===== config.mk =====
export PLATFORM = sky130hd
export DESIGN_NAME = down_counter_flat
export DESIGN_NICKNAME = d
export VERILOG_FILES = /design/src/rtl/down_counter_if.sv /design/src/rtl/down_counter.sv /design/src/flat_wrapper.sv
export SDC_FILE = /design/constraint.sdc
export NUM_CORES = 1
export LEC_CHECK = 0
export BUFFER_PORTS_ARGS = -buffer_cell sky130_fd_sc_hd__buf_2
export CAP_MARGIN = 40
export CORE_MARGIN = 2
export CORE_UTILIZATION = 40
export CTS_CLUSTER_DIAMETER = 30
export DETAILED_ROUTE_END_ITERATION = 6
export PLACE_DENSITY = 0.75
export SLEW_MARGIN = 5
export SYNTH_ARGS = -nofsm -noshare
export SYNTH_HDL_FRONTEND = slang
export SYNTH_SLANG_ARGS = --single-unit

===== constraint.sdc =====
create_clock -name clk -period 3.8 [get_ports clk]
set_input_delay 0.76 -clock clk [delete_from_list [all_inputs] [get_ports clk]]
set_output_delay 0.76 -clock clk [all_outputs]
set_load 0.005 [all_outputs]

===== src/rtl/down_counter_if.sv =====
// down_counter_if
// Purpose : groups the load handshake, event/abort inputs and status outputs of
//           the loadable down-counting timer into one bundle.
// Signals : load_valid_i   producer requests a load
//           load_ready_o   timer can accept a load this cycle
//           load_value_i   initial count, sampled on load_valid_i & load_ready_o
//           cnt_dec_flag_i decrement event
//           abort_i        cancel the current count
//           cnt_o          current count (registered)
//           busy_o         timer is counting
//           done_o         one-cycle pulse when the count reaches zero
// Modports: master = producer/consumer side, slave = the timer.
interface down_counter_if #(
  parameter int CNT_SIZE_WIDTH = 6
);
  logic                      load_valid_i;
  logic                      load_ready_o;
  logic [CNT_SIZE_WIDTH-1:0] load_value_i;
  logic                      cnt_dec_flag_i;
  logic                      abort_i;
  logic [CNT_SIZE_WIDTH-1:0] cnt_o;
  logic                      busy_o;
  logic                      done_o;

  modport master (
    output load_valid_i, load_value_i, cnt_dec_flag_i, abort_i,
    input  load_ready_o, cnt_o, busy_o, done_o
  );

  modport slave (
    input  load_valid_i, load_value_i, cnt_dec_flag_i, abort_i,
    output load_ready_o, cnt_o, busy_o, done_o
  );
endinterface


===== src/rtl/down_counter.sv =====
// down_counter
// Purpose : loadable down-counting timer. A value loaded through a valid/ready
//           handshake is decremented on each cnt_dec_flag_i while running; a
//           one-cycle done pulse marks the count reaching zero. Loads above
//           CNT_MAX saturate to CNT_MAX.
// Ports   : clk  - clock, rising edge
//           rst  - synchronous, active-high reset
//           bus  - down_counter_if.slave (load handshake, dec/abort, cnt/busy/done)
// Options : DOWN_COUNTER_AUTO_RELOAD_EN - when defined, reaching zero in RUN
//           reloads the last accepted load value and keeps running (periodic
//           mode) until abort_i; zero loads stay one-shot.
//
// state | meaning
// ------+-----------------------------------------------------------
// IDLE  | waiting for a load, count holds its last value
// RUN   | counting down, cnt >= 1, loads refused
// DONE  | count reached zero, done pulse high, loads accepted
module down_counter #(
  parameter int CNT_SIZE_WIDTH = 6,
  parameter int CNT_MAX        = 63
) (
  input logic          clk,
  input logic          rst,
  down_counter_if.slave bus
);

  typedef enum logic [1:0] {
    S_IDLE = 2'd0,
    S_RUN  = 2'd1,
    S_DONE = 2'd2
  } state_t;

  localparam logic [CNT_SIZE_WIDTH-1:0] CNT_MAX_L = CNT_SIZE_WIDTH'(CNT_MAX);
  localparam logic [CNT_SIZE_WIDTH-1:0] ONE       = CNT_SIZE_WIDTH'(1);
  localparam logic [CNT_SIZE_WIDTH-1:0] ZERO      = '0;

  state_t                    state_q, state_d;
  logic [CNT_SIZE_WIDTH-1:0] cnt_q, cnt_d;
  logic                      done_q, done_d;
  logic [CNT_SIZE_WIDTH-1:0] eff;
  logic                      load_acc;
`ifdef DOWN_COUNTER_AUTO_RELOAD_EN
  logic [CNT_SIZE_WIDTH-1:0] reload_q, reload_d;
`endif

  // Ready/busy are pure decodes of the state register, so no input reaches
  // an output combinationally.
  assign bus.load_ready_o = (state_q != S_RUN);
  assign bus.busy_o       = (state_q == S_RUN);
  assign bus.cnt_o        = cnt_q;
  assign bus.done_o       = done_q;

  assign load_acc = bus.load_valid_i & bus.load_ready_o;
  assign eff      = (bus.load_value_i > CNT_MAX_L) ? CNT_MAX_L : bus.load_value_i;

  always_comb begin
    state_d = state_q;
    cnt_d   = cnt_q;
    done_d  = 1'b0;
`ifdef DOWN_COUNTER_AUTO_RELOAD_EN
    reload_d = reload_q;
`endif
    case (state_q)
      S_IDLE, S_DONE: begin
        if (load_acc) begin
          cnt_d = eff;
`ifdef DOWN_COUNTER_AUTO_RELOAD_EN
          reload_d = eff;
`endif
          // A zero load skips RUN entirely and completes in one cycle.
          if (eff == ZERO) begin
            state_d = S_DONE;
            done_d  = 1'b1;
          end else begin
            state_d = S_RUN;
          end
        end else if (state_q == S_DONE) begin
          state_d = S_IDLE;
        end
      end
      S_RUN: begin
        if (bus.abort_i) begin
          state_d = S_IDLE;
          cnt_d   = ZERO;
        end else if (bus.cnt_dec_flag_i) begin
          if (cnt_q == ONE) begin
            done_d = 1'b1;
`ifdef DOWN_COUNTER_AUTO_RELOAD_EN
            cnt_d  = reload_q;
`else
            cnt_d   = ZERO;
            state_d = S_DONE;
`endif
          end else begin
            // cnt_q >= 2 here, so this cannot underflow.
            cnt_d = cnt_q - ONE;
          end
        end
      end
      default: begin
        state_d = S_IDLE;
        cnt_d   = ZERO;
      end
    endcase
  end

  always_ff @(posedge clk) begin
    if (rst) begin
      state_q <= S_IDLE;
      cnt_q   <= ZERO;
      done_q  <= 1'b0;
`ifdef DOWN_COUNTER_AUTO_RELOAD_EN
      reload_q <= ZERO;
`endif
    end else begin
      state_q <= state_d;
      cnt_q   <= cnt_d;
      done_q  <= done_d;
`ifdef DOWN_COUNTER_AUTO_RELOAD_EN
      reload_q <= reload_d;
`endif
    end
  end

endmodule


===== src/flat_wrapper.sv =====
// flat-port wrapper written by rule: the top's interface ports become plain ports
module down_counter_flat 
#(
  parameter int CNT_SIZE_WIDTH = 6,
  parameter int CNT_MAX        = 63
)
  (clk, rst, bus_load_valid_i, bus_load_value_i, bus_cnt_dec_flag_i, bus_abort_i, bus_load_ready_o, bus_cnt_o, bus_busy_o, bus_done_o);
  down_counter_if #(.CNT_SIZE_WIDTH(CNT_SIZE_WIDTH)) bus_i ();
  input logic clk;
  input logic rst;
  input wire logic [$bits(bus_i.load_valid_i)-1:0] bus_load_valid_i;
  input wire logic [$bits(bus_i.load_value_i)-1:0] bus_load_value_i;
  input wire logic [$bits(bus_i.cnt_dec_flag_i)-1:0] bus_cnt_dec_flag_i;
  input wire logic [$bits(bus_i.abort_i)-1:0] bus_abort_i;
  output wire logic [$bits(bus_i.load_ready_o)-1:0] bus_load_ready_o;
  output wire logic [$bits(bus_i.cnt_o)-1:0] bus_cnt_o;
  output wire logic [$bits(bus_i.busy_o)-1:0] bus_busy_o;
  output wire logic [$bits(bus_i.done_o)-1:0] bus_done_o;
  assign bus_i.load_valid_i = bus_load_valid_i;
  assign bus_i.load_value_i = bus_load_value_i;
  assign bus_i.cnt_dec_flag_i = bus_cnt_dec_flag_i;
  assign bus_i.abort_i = bus_abort_i;
  assign bus_load_ready_o = bus_i.load_ready_o;
  assign bus_cnt_o = bus_i.cnt_o;
  assign bus_busy_o = bus_i.busy_o;
  assign bus_done_o = bus_i.done_o;
  down_counter #(.CNT_SIZE_WIDTH(CNT_SIZE_WIDTH), .CNT_MAX(CNT_MAX)) u_core (.clk(clk), .rst(rst), .bus(bus_i));
endmodule

==> out/summary.txt, run 1 <==
================================================================================
Clock latency reported for the late side of the worst-skew pair ...      0.26 ns
Worst slew margin relative to its limit ...........................        59.6%
Switching power of the nets .......................................      71.8 uW
Min cycle time layout .............................................      1.83 ns
Die X-Extent ...................................................... 40.8 microns
Die footprint ..................................................... 0.00167 sq mm
Seq/Total Area, Yosys .............................................        33.2%
Number of distinct library cells after synthesis ..................           28
Post-Route WL ..................................................... 1350 microns
H-tree level count ................................................            1
Aggregate negative setup slack ....................................         0 ns
Endpoints failing setup ...........................................            0
Final worst path period share .....................................        48.3%
Internal power ....................................................       165 uW
Critical Path Source .............................................. u_core.state_q[0]
Post-Synthesis Cells ..............................................           68
Hold buffer count at cts ..........................................            0
Worst-Margin Slew .................................................     0.602 ns
Leakage component of the power ....................................  0.000293 uW
Clock transition at the registers of the reported paths ...........      0.06 ns
TritonCTS Buffers .................................................            3
Deepest clock path buffer count ...................................            2
Worst setup EP type ...............................................   output pin
Floorplan die height .............................................. 40.8 microns
Slowest cell delay on critical path ...............................      0.48 ns
Clock tree root buffer cell .......................................     clkbuf_4
Final Power .......................................................       237 uW
Post-Synth Adder-Cell Area ........................................        4.61%
Number of warnings printed during yosys synthesis .................            0
Mean post-synth cell area .........................................   7.99 sq um
Hold Path Origin .................................................. u_core.bus.cnt_o[4]
Synthesized-area fraction occupied by ao, oa, aoi and oai cells ...        28.1%
# clock sinks .....................................................            9
Detail-routed net length per standard cell ........................ 12.9 microns
I/O pin total .....................................................           20
Estimated wirelength of the detail-placed design ..................  981 microns
Setup clock skew after layout .....................................   0.00404 ns
Setup repair bufs after CTS .......................................            0
Via density per instance ..........................................         5.72
Peak fanout along the critical path ...............................            9
Number of port buffers ............................................           19
Setup Slack @ Placement ...........................................      1.98 ns
Top cell family by delay on the critical path .....................   flip-flops
Antenna cell count ................................................            0
Final hold vios ...................................................            0
Critical path required time .......................................      3.04 ns
Routed vias .......................................................          595
RSZ-0062 raised after global routing ..............................           no
Detailed router's first-iteration violation count .................           23
Combinational family with the most area after synthesis ........... simple AND/OR/NAND/NOR gates
Portion of total power attributed to combinational logic ..........        23.0%
Remaining DRCs ....................................................            0
Syn nets ..........................................................           81
Critical path launch point type ...................................    flip-flop
Vias in the first global route ....................................          468
GR Overflow Total .................................................            0
Final #Nets .......................................................          103
IR drop worst, VDD ................................................     0.155 mV
Highest achievable clock rate .....................................      545 MHz
Clock power share .................................................        31.4%
Total of fill cells in the finished design ........................          123
Outcome ...........................................................    completed
Cell area after synthesis .........................................    543 sq um
Simple-gate share of the synthesized area .........................        28.6%
Pre-Repair DR Iteration Count .....................................            4
# resized after CTS ...............................................            0
Number of antenna violations at the first check in global routing .            0
Clock tree from TritonCTS .........................................         done
Total number of placement rows ....................................           13
Critical Path, Cell by Cell ....................................... nand2b_1, inv_1, buf_2
GRT Overall Usage .................................................        18.2%
Maximum Capacitance Violations ....................................            0
Layout cells sized above 1 ........................................        30.3%
Master of the slowest instance on the critical path ...............      dfxtp_1
Worst path buffer plus inverter count .............................            2
Layout-stage area growth over the synthesis result ................        23.7%
Maximum number of pins on one net before global-route repair ......           10
Worst hold path class .............................................   reg -> reg
Portion of netlist area occupied by mux cells .....................           0%
Portion of total power attributed to sequential cells .............        45.6%
Sw Ratio ..........................................................        30.3%
Count of state elements after synthesis ...........................            9
First-pass GRT wire length ........................................ 2030 microns
Core area ......................................................... 0.00128 sq mm
Category of the most critical setup path ..........................   reg -> out
Count of nets left with antenna violations after detail routing ...            0
Post-route setup slack ............................................      1.97 ns
Power per cell area ...............................................  353 mW/mm^2
Initial core utilization ..........................................        42.3%
Max-slew violation count ..........................................            0
Crit path DAT .....................................................      1.07 ns
Xor/xnor cell area share of the yosys netlist .....................           0%
Reg-to-Reg Start .................................................. u_core.bus.cnt_o[2]
Final weighted congestion in routability-driven placement .........        0.835
================================================================================
path summary, 6_finish.rpt:
path / to / slack [ns] / depth (start not counted)
setup / recovery: bus_busy_o / 1.97 / 3
hold reg to reg: u_core.bus.cnt_o[4] / 0.50 / 2
hold / removal: u_core.bus.cnt_o[4] / 0.50 / 2
setup reg to reg: u_core.bus.cnt_o[3] / 2.32 / 4
power by group through the flow:
stage	Clock (uW)	Combinational, uW	Sequential (uW)
floorplan	0	36.2	108
global placement	0	53.3	110
detailed placement	0	53.9	110
CTS	76.1	54.3	108
global route	82.5	61.1	109
finish	74.3	54.6	108
stage by stage:
stage / cell area [sq um] / utilization [%] / hold WS (ns) / std cells
after floorplan: 543 / - / 0.483 / 68
after global placement: 646 / 50.2 / 0.485 / 100
after detailed placement: 646 / 50.2 / 0.489 / 100
after CTS: 672 / 52.3 / 0.501 / 104
after global routing: 672 / 52.3 / 0.539 / 104
final: 672 / 52.3 / 0.502 / 104
metal layers:
metal / wire [microns] / global-route usage (%) / up-vias
met5: 0 / 0 / -
met3: 121 / 3.80 / 2
li1: - / - / 295
met2: 576 / 25.0 / 33
met1: 638 / 26.6 / 265
met4: 9 / 7.50 / 0
worst reg2reg max path: cells and delay by family (launching register included):
family	cells	cell delay [ns]
and+or+nand+nor	1	0.54
DFF	1	0.36
AOI/OAI and AO/OA	3	0.47
cells by family (layout without fill, tap and decap cells):
group	count (synthesis)	count (layout)
and+or+nand+nor	26	26
AOI/OAI and AO/OA	24	24
DFF	9	9
buffers and inverters	7	28
adders and majority gates	2	2
area by class of cell:
cell class                      instances  area, sq um  share of cell area (%)
Clock buffer                            4         26.3                    3.91
Inverter                                5         18.8                    2.79
Multi-Input combinational cell         52          333                    49.5
Sequential cell                         9          180                    26.8
Tap cell                               15         18.8                    2.79
Timing Repair Buffer                   19         95.1                    14.2
placed cells by master (no fill, tap or decap), types with 2 or more instances in the layout:
cell type / netlist / final
clkbuf_4: 0 / 3
o21ai_0: 4 / 4
nand2_1: 3 / 3
a31oi_1: 3 / 3
o22ai_1: 2 / 2
nor2_1: 9 / 9
nor3_1: 2 / 2
nand2b_1: 2 / 2
dfxtp_1: 9 / 9
buf_2: 0 / 19
nand3_1: 2 / 2
inv_1: 5 / 5
a21oi_1: 8 / 8
a211oi_1: 2 / 2
ha_1: 2 / 2
registers in the layout (all words and copies together), names as in the netlist:
signal,count
u_core.bus.done_o,1
u_core.state_q,2
u_core.bus.cnt_o,6
Yosys cell counts:
cell type | count | area share, %
buf_4 | 1 | 1.4
o21ai_1 | 1 | 0.92
or3b_4 | 1 | 2.1
ha_1 | 2 | 4.6
o22a_1 | 1 | 1.6
a32oi_1 | 1 | 1.6
dfxtp_1 | 9 | 33
nand2b_1 | 2 | 2.3
and4bb_2 | 1 | 2.3
o22ai_1 | 2 | 2.3
nor2b_1 | 1 | 1.2
nor3_1 | 2 | 1.8
nor3b_2 | 1 | 2.3
inv_1 | 5 | 3.5
nand3_1 | 2 | 1.8
nor4_1 | 1 | 1.2
a211oi_1 | 2 | 2.8
a21oi_1 | 8 | 7.4
o32ai_2 | 1 | 3.0
nor2_1 | 9 | 6.2
nand2_1 | 3 | 2.1
and2b_2 | 1 | 1.6
a22oi_1 | 1 | 1.4
a31oi_1 | 3 | 3.5
nand4bb_1 | 1 | 2.1
buf_1 | 1 | 0.69
nand4b_1 | 1 | 1.6
o21ai_0 | 4 | 3.7
No activity file was read; power rests on OpenSTA's default activity.
==> inputs of run 2 (changes only) <==
--- a/config.mk
+++ b/config.mk
@@ -5,13 +5,14 @@
 export SDC_FILE = /design/constraint.sdc
 export NUM_CORES = 1
 export LEC_CHECK = 0
+export ABC_AREA = 1
 export BUFFER_PORTS_ARGS = -buffer_cell sky130_fd_sc_hd__buf_2
 export CAP_MARGIN = 40
 export CORE_MARGIN = 2
 export CORE_UTILIZATION = 40
 export CTS_CLUSTER_DIAMETER = 30
 export DETAILED_ROUTE_END_ITERATION = 6
-export PLACE_DENSITY = 0.75
+export PLACE_DENSITY = 0.77
 export SLEW_MARGIN = 5
 export SYNTH_ARGS = -nofsm -noshare
 export SYNTH_HDL_FRONTEND = slang
==> constraint.sdc (replaced) <==
create_clock -name clk -period 1.5 [get_ports clk]
set_input_delay 0.3 -clock clk [delete_from_list [all_inputs] [get_ports clk]]
set_output_delay 0.3 -clock clk [all_outputs]
set_load 0.005 [all_outputs]
==> run 2 against run 1 <==
Against the previous run:
- sequential cell count did not move
- final area rose by 3.2%
- core utilization rose by 0.98 points
- clock power rose by 150%
- routed wire length fell by 4.8%
- critical path depth rose by 4
- largest power group unchanged
- highest routed layer unchanged
==> out/summary.txt, run 2 <==
================================================================================
TritonCTS Buffers .................................................            3   unchanged
Hold buffer count at cts ..........................................            0   unchanged
Clock transition at the registers of the reported paths ...........      0.06 ns   about the same
Number of enable-type register cells in the synthesized netlist ...            0   unchanged
Commonest cells in the synthesized netlist ........................ 28 x nand2_1, 13 x nor2_1, 9 x dfxtp_1, 7 x a21oi_1, 6 x inv_1
Post-Synthesis Cells ..............................................           87   +28%
Estimated wirelength of the detail-placed design ..................  993 microns   +1.2%
Power per cell area ...............................................  995 mW/mm^2   +180%
Largest register FFs ..............................................            6   unchanged
Total number of placement rows ....................................           13   unchanged
Deepest clock path buffer count ...................................            2   unchanged
Commonest non-fill, non-tap cell in the layout ....................      nand2_1
Library cell with the highest instance count after synthesis ......      nand2_1
Clock tree from TritonCTS .........................................         done
Die X-Extent ...................................................... 41.3 microns   +1.1%
Worst hold path class .............................................    in -> reg
Antenna cell count ................................................            0   unchanged
Wire length on met2 ...............................................  554 microns   -3.8%
Worst setup EP type ...............................................    flip-flop
Final hold vios ...................................................            0   unchanged
Count of state elements after synthesis ...........................            9   unchanged
First-pass GRT wire length ........................................ 1980 microns   -2.4%
Via density per instance ..........................................         4.94   -14%
Commonest cells after routing, fill and taps aside ................ 28 x nand2_1, 19 x buf_2, 13 x nor2_1
Leakage component of the power ....................................  0.000346 uW   +18%
Top cells by area, synth .......................................... dfxtp_1 32%, nand2_1 19%, nor2_1 8.8%, a21oi_1 6.3%, xnor2_1 4.7%
Clock tree root buffer cell .......................................     clkbuf_4
Core area ......................................................... 0.00130 sq mm   +1.3%
Leading register cell type out of synthesis .......................      dfxtp_1
Die footprint ..................................................... 0.00171 sq mm   +2.3%
CP dominant cell by count .........................................        inv_2
Slowest cell delay on critical path ...............................      0.43 ns   -0.05 ns
Reg-to-Reg Start .................................................. u_core.state_q[0]
# clock sinks .....................................................            9   unchanged
Min cycle time layout .............................................      1.35 ns
Initial core utilization ..........................................        42.8%   +0.53 points
Worst slew margin relative to its limit ...........................        81.4%   +22 points
GRT Overall Usage .................................................        18.3%   +0.15 points
Highest achievable clock rate .....................................      743 MHz
RSZ-0062 raised after global routing ..............................           no
Mean post-synth cell area .........................................   6.40 sq um   -20%
Pre-Repair DR Iteration Count .....................................            5   +1
End-of-flow core utilization ......................................        53.3%   +0.98 points
Aggregate negative setup slack ....................................         0 ns   unchanged
Number of port buffers ............................................           19   unchanged
I/O pin total .....................................................           20   unchanged
Seq/Total Area, Yosys .............................................        32.4%   -0.82 points
Final #Nets .......................................................          123   +19%
Maximum number of pins on one net before global-route repair ......           10   unchanged
Leading area contributor after synthesis ..........................      dfxtp_1
Detailed router's first-iteration violation count .................           16   -30%
H-tree level count ................................................            1   unchanged
Critical Path, Cell by Cell ....................................... nand2_2, nor2_4, inv_2, o22ai_4, inv_2, nand2_1, a21oi_1
Number of warnings printed during yosys synthesis .................            0   unchanged
Master of the slowest instance on the critical path ...............      dfxtp_1
Worst path buffer plus inverter count .............................            2   unchanged
Final worst path period share .....................................        89.7%
Layout-stage area growth over the synthesis result ................        24.5%
Max-slew violation count ..........................................            0   unchanged
Ys async rst share ................................................           0%   unchanged
Post-Route WL ..................................................... 1280 microns   -4.8%
Number of antenna violations at the first check in global routing .            0   unchanged
Worst-Margin Slew .................................................     0.279 ns   -0.323 ns
Maximum Capacitance Violations ....................................            0   unchanged
Worst reg2reg path endpoint ....................................... u_core.bus.cnt_o[4]
Top cell family by delay on the critical path .....................   flip-flops
Syn nets ..........................................................          100   +23%
Max layer used ....................................................         met4
Critical path launch point type ...................................    flip-flop
GR Overflow Total .................................................            0   unchanged
Layout cells sized above 1 ........................................        27.5%   -2.8 points
Crit path DAT .....................................................      1.50 ns   +0.43 ns
Critical Path Source .............................................. u_core.state_q[0]
Routed length on met3 .............................................   76 microns   -37%
Critical path required time .......................................      1.65 ns   -1.39 ns
Depth of the worst register-to-register path ......................            7   +3
Hold Path Origin ..................................................          rst
# resized after CTS ...............................................            0   unchanged
Destination of the critical timing path ........................... u_core.bus.cnt_o[4]
Endpoints failing setup ...........................................            0   unchanged
Register-to-register setup slack ..................................      0.15 ns   -2.17 ns
Cell area after synthesis .........................................    557 sq um   +2.5%
Final weighted congestion in routability-driven placement .........        0.906   +8.6%
Category of the most critical setup path ..........................   reg -> reg
Detail-routed net length per standard cell ........................ 10.3 microns   -20%
Cell depth of the worst hold path .................................            2   unchanged
Routed vias .......................................................          613   +3.0%
Stages on the worst setup path ....................................            7   +4
Number of distinct library cells after synthesis ..................           16   -43%
Setup repair bufs after CTS .......................................            0   unchanged
Peak fanout along the critical path ...............................            7   -2
Remaining DRCs ....................................................            0   unchanged
IR drop worst, VDD ................................................     0.500 mV   +220%
Count of nets left with antenna violations after detail routing ...            0   unchanged
Area share of the leading cell type in the synthesized netlist ....        32.4%   -0.82 points
Outcome ...........................................................    completed
Metal-1 WL ........................................................  603 microns   -5.5%
Clock latency reported for the late side of the worst-skew pair ...      0.26 ns   about the same
Floorplan die height .............................................. 41.3 microns   +1.1%
Setup clock skew after layout .....................................  0.000640 ns   -0.00340 ns
Total of fill cells in the finished design ........................          141   +15%
Vias in the first global route ....................................          483   +3.2%
================================================================================
-- run 2: cell count changes in the layout (fill, tap and decap cells not counted), moves of 3 or more --
cell / previous run / this run
nor2_1: 9 / 13
a31oi_1: 3 / 0
nand3_1: 2 / 5
xnor2_1: 0 / 3
inv_2: 0 / 4
nand2_1: 3 / 28
-- run 2: worst reg2reg max path, stage by stage, from the launching register on --
cell and delay (ns):
dfxtp_1 0.43, nand2_2 0.13, nor2_4 0.13, inv_2 0.07, o22ai_4 0.21, inv_2 0.12
nand2_1 0.09, a21oi_1 0.06
-- run 2: worst min-delay path by stage --
| stage | slack (ns) | end |
|---|---|---|
| after floorplan | 0.49 | u_core.bus.cnt_o[1] |
| after global placement | 0.49 | u_core.bus.cnt_o[1] |
| after detailed placement | 0.50 | u_core.bus.cnt_o[1] |
| after CTS | 0.31 | u_core.bus.cnt_o[1] |
| after global routing | 0.32 | u_core.bus.cnt_o[5] |
| final | 0.32 | u_core.bus.cnt_o[2] |
-- run 2: metal layers --
metal / vias up / GRT usage (%)
li1: 317 / -
met1: 272 / 24.3
met2: 17 / 26.2
met3: 7 / 3.19
met4: 0 / 13.7
met5: - / 0
-- run 2: power by group --
part | leakage (uW) | switching (uW) | total [uW] | internal, uW
combinational | 0.000257 | 123 | 218 | 95.4
sequential | 0.0000738 | 27.2 | 287 | 260
clock | 0.0000150 | 82.3 | 185 | 102
-- run 2: area by class of cell --
cell class / count / area, sq um / share of cell area, %
Clock buffer: 4 / 26.3 / 3.79
Inverter: 10 / 37.5 / 5.42
Multi-Input combinational cell: 67 / 335 / 48.4
Sequential cell: 9 / 180 / 26.0
Tap cell: 15 / 18.8 / 2.71
Timing Repair Buffer: 19 / 95.1 / 13.7
-- run 2: cell families after synthesis --
family	share of synthesized area [%]
flip-flops	32.4
AND/OR/NAND/NOR	38.4
adder cells (fa/ha/maj)	4.49
AO/OA/AOI/OAI	12.6
buffers and inverters	7.41
XOR/XNOR	4.72
-- run 2: metrics by stage --
| stage | hold WS (ns) | std cells | power [uW] | instance area, sq um | worst slack, ns |
|---|---|---|---|---|---|
| 2_1_floorplan | 0.486 | 87 | 438 | 557 | 0.317 |
| 3_3_place_gp | 0.492 | 120 | 503 | 667 | 0.177 |
| 3_5_place_dp | 0.502 | 120 | 506 | 667 | 0.161 |
| 4_1_cts | 0.315 | 124 | 695 | 693 | 0.146 |
| 5_1_grt | 0.322 | 124 | 742 | 693 | 0.0502 |
| 6_report | 0.317 | 124 | 690 | 693 | 0.154 |
==> inputs of run 3 (changes only) <==
--- a/config.mk
+++ b/config.mk
@@ -12,6 +12,7 @@
 export CORE_UTILIZATION = 40
 export CTS_CLUSTER_DIAMETER = 30
 export DETAILED_ROUTE_END_ITERATION = 6
+export MAX_ROUTING_LAYER = met4
 export PLACE_DENSITY = 0.77
 export SLEW_MARGIN = 5
 export SYNTH_ARGS = -nofsm -noshare
==> run 3 against run 2 <==
Against the previous run:
- core utilization is the same
- sequential power is essentially flat
- critical path type unchanged
- cell count is the same
- sequential share of layout area is the same
- clock power is essentially flat
- non-clock buffer count is the same
- largest power group unchanged
- fmax grew 0.23%
- sequential cell count is the same
- critical endpoint unchanged
- first-iteration DRC count is the same
- critical path depth is the same
- highest routed layer unchanged
==> out/summary.txt, run 3 (synthesis gave the netlist of run 2 again) <==
================================================================================
Maximum Capacitance Violations ....................................            0   unchanged
Clock transition at the registers of the reported paths ...........      0.06 ns   about the same
Final #Nets .......................................................          123   unchanged
# resized after CTS ...............................................            0   unchanged
Final weighted congestion in routability-driven placement .........        0.922   +1.7%
Commonest cells after routing, fill and taps aside ................ 28 x nand2_1, 19 x buf_2, 13 x nor2_1
Final hold vios ...................................................            0   unchanged
RSZ-0062 raised after global routing ..............................           no
Number of port buffers ............................................           19   unchanged
Peak fanout along the critical path ...............................            7   unchanged
H-tree level count ................................................            1   unchanged
Slowest cell delay on critical path ...............................      0.42 ns   about the same
Layout-stage area growth over the synthesis result ................        24.5%   unchanged
Critical path launch point type ...................................    flip-flop
Crit path DAT .....................................................      1.49 ns   about the same
Vias in the first global route ....................................          480   -0.62%
Count of nets left with antenna violations after detail routing ...            0   unchanged
Detail-routed net length per standard cell ........................ 10.2 microns   -1.4%
Total number of placement rows ....................................           13   unchanged
Floorplan die height .............................................. 41.3 microns   unchanged
Category of the most critical setup path ..........................   reg -> reg
Detailed router's first-iteration violation count .................           16   unchanged
Worst setup EP type ...............................................    flip-flop
Hold buffer count at cts ..........................................            0   unchanged
# clock sinks .....................................................            9   unchanged
Post-route setup slack ............................................     0.157 ns   +0.00309 ns
CP dominant cell by count .........................................        inv_2
TritonCTS Buffers .................................................            3   unchanged
I/O pin total .....................................................           20   unchanged
Post-Route WL ..................................................... 1260 microns   -1.4%
Pre-Repair DR Iteration Count .....................................            4   -1
Master of the slowest instance on the critical path ...............      dfxtp_1
Worst-Margin Slew .................................................     0.277 ns   -0.00192 ns
Aggregate negative setup slack ....................................         0 ns   unchanged
Worst slew margin relative to its limit ...........................        81.5%   +0.13 points
Register Area .....................................................    180 sq um   unchanged
Setup clock skew after layout .....................................  0.000680 ns   +0.0000402 ns
Leakage component of the power ....................................  0.000346 uW   unchanged
Setup Slack @ Placement ...........................................     0.161 ns   unchanged
Number of antenna violations at the first check in global routing .            0   unchanged
IR drop worst, VDD ................................................     0.498 mV   -0.43%
Die footprint ..................................................... 0.00171 sq mm   unchanged
Die X-Extent ...................................................... 41.3 microns   unchanged
Total of fill cells in the finished design ........................          141   unchanged
Final worst path period share .....................................        89.5%   -0.21 points
Final std cells w/o fill ..........................................          124   unchanged
Worst hold path class .............................................    in -> reg
Total instance count after detailed placement .....................          120   unchanged
Layout cells sized above 1 ........................................        27.5%   unchanged
Outcome ...........................................................    completed
Max-slew violation count ..........................................            0   unchanged
Core area ......................................................... 0.00130 sq mm   unchanged
Commonest non-fill, non-tap cell in the layout ....................      nand2_1
Via density per instance ..........................................         4.85   -2.0%
Clock latency reported for the late side of the worst-skew pair ...      0.26 ns   about the same
Antenna cell count ................................................            0   unchanged
Power per cell area ...............................................  995 mW/mm^2   about the same
Initial core utilization ..........................................        42.8%   unchanged
First-pass GRT wire length ........................................ 1980 microns   unchanged
Highest achievable clock rate .....................................      745 MHz   +0.23%
Clock tree from TritonCTS .........................................         done
Largest register FFs ..............................................            6   unchanged
Remaining DRCs ....................................................            0   unchanged
Maximum number of pins on one net before global-route repair ......           10   unchanged
GRT Overall Usage .................................................        18.8%   +0.50 points
GR Overflow Total .................................................            0   unchanged
Setup repair bufs after CTS .......................................            0   unchanged
Estimated wirelength of the detail-placed design ..................  993 microns   unchanged
Min cycle time layout .............................................      1.34 ns   -0.00309 ns
Endpoints failing setup ...........................................            0   unchanged
Routed vias .......................................................          601   -2.0%
Critical path required time .......................................      1.65 ns   about the same
Clock tree root buffer cell .......................................     clkbuf_4
Critical Path, Cell by Cell ....................................... nand2_2, nor2_4, inv_2, o22ai_4, inv_2, nand2_1, a21oi_1
Area used by multi-input combinational logic ......................    335 sq um   unchanged
Deepest clock path buffer count ...................................            2   unchanged
================================================================================
==> run 3: area by class of cell <==
| cell class | instances | area share [%] |
|---|---|---|
| inverters | 10 | 5.42 |
| repair buffers | 19 | 13.7 |
| flip-flops and latches | 9 | 26.0 |
| well taps | 15 | 2.71 |
| multi-input cells | 67 | 48.4 |
| clock buffers | 4 | 3.79 |
==> run 3: per-stage QoR <==
stage / area (sq um) / total power (uW) / hold slack (ns) / utilization [%]
final: 693 / 690 / 0.319 / 53.3
after global routing: 693 / 742 / 0.322 / 53.3
after CTS: 693 / 695 / 0.315 / 53.3
after detailed placement: 667 / 506 / 0.502 / 51.2
after global placement: 667 / 503 / 0.492 / 51.2
after floorplan: 557 / 438 / 0.486 / -
==> run 3: routing by layer <==
layer  vias up  GRT usage [%]  part of all wire (%)
li1        317              -                     -
met2        23           26.2                    44
met5         -              -                     0
met4         0           13.7                   3.0
met1       256           24.3                    46
met3         5           3.19                   6.8
==> run 3: critical path, delay by kind of cell, from the launching register on <==
family          cells  cell delay (ns)
flops               1             0.42
simple gates        3             0.35
buf+inv             2             0.18
compound gates      2             0.27
==> run 3: power by group <==
| group | switching [uW] | internal (uW) |
|---|---|---|
| combinational | 123 | 95.5 |
| sequential | 26.5 | 260 |
| clock | 82.9 | 102 |
| total | 232 | 458 |
==> run 3: final timing paths <==
check / from / endpoint / slack, ns / cells after the start
worst max-delay path: u_core.state_q[0] / u_core.bus.cnt_o[4] / 0.16 / 7
worst min-delay path: rst / u_core.bus.cnt_o[2] / 0.32 / 2
worst max register to register: u_core.state_q[0] / u_core.bus.cnt_o[4] / 0.16 / 7
worst min register to register: u_core.bus.cnt_o[1] / u_core.bus.cnt_o[1] / 0.50 / 2
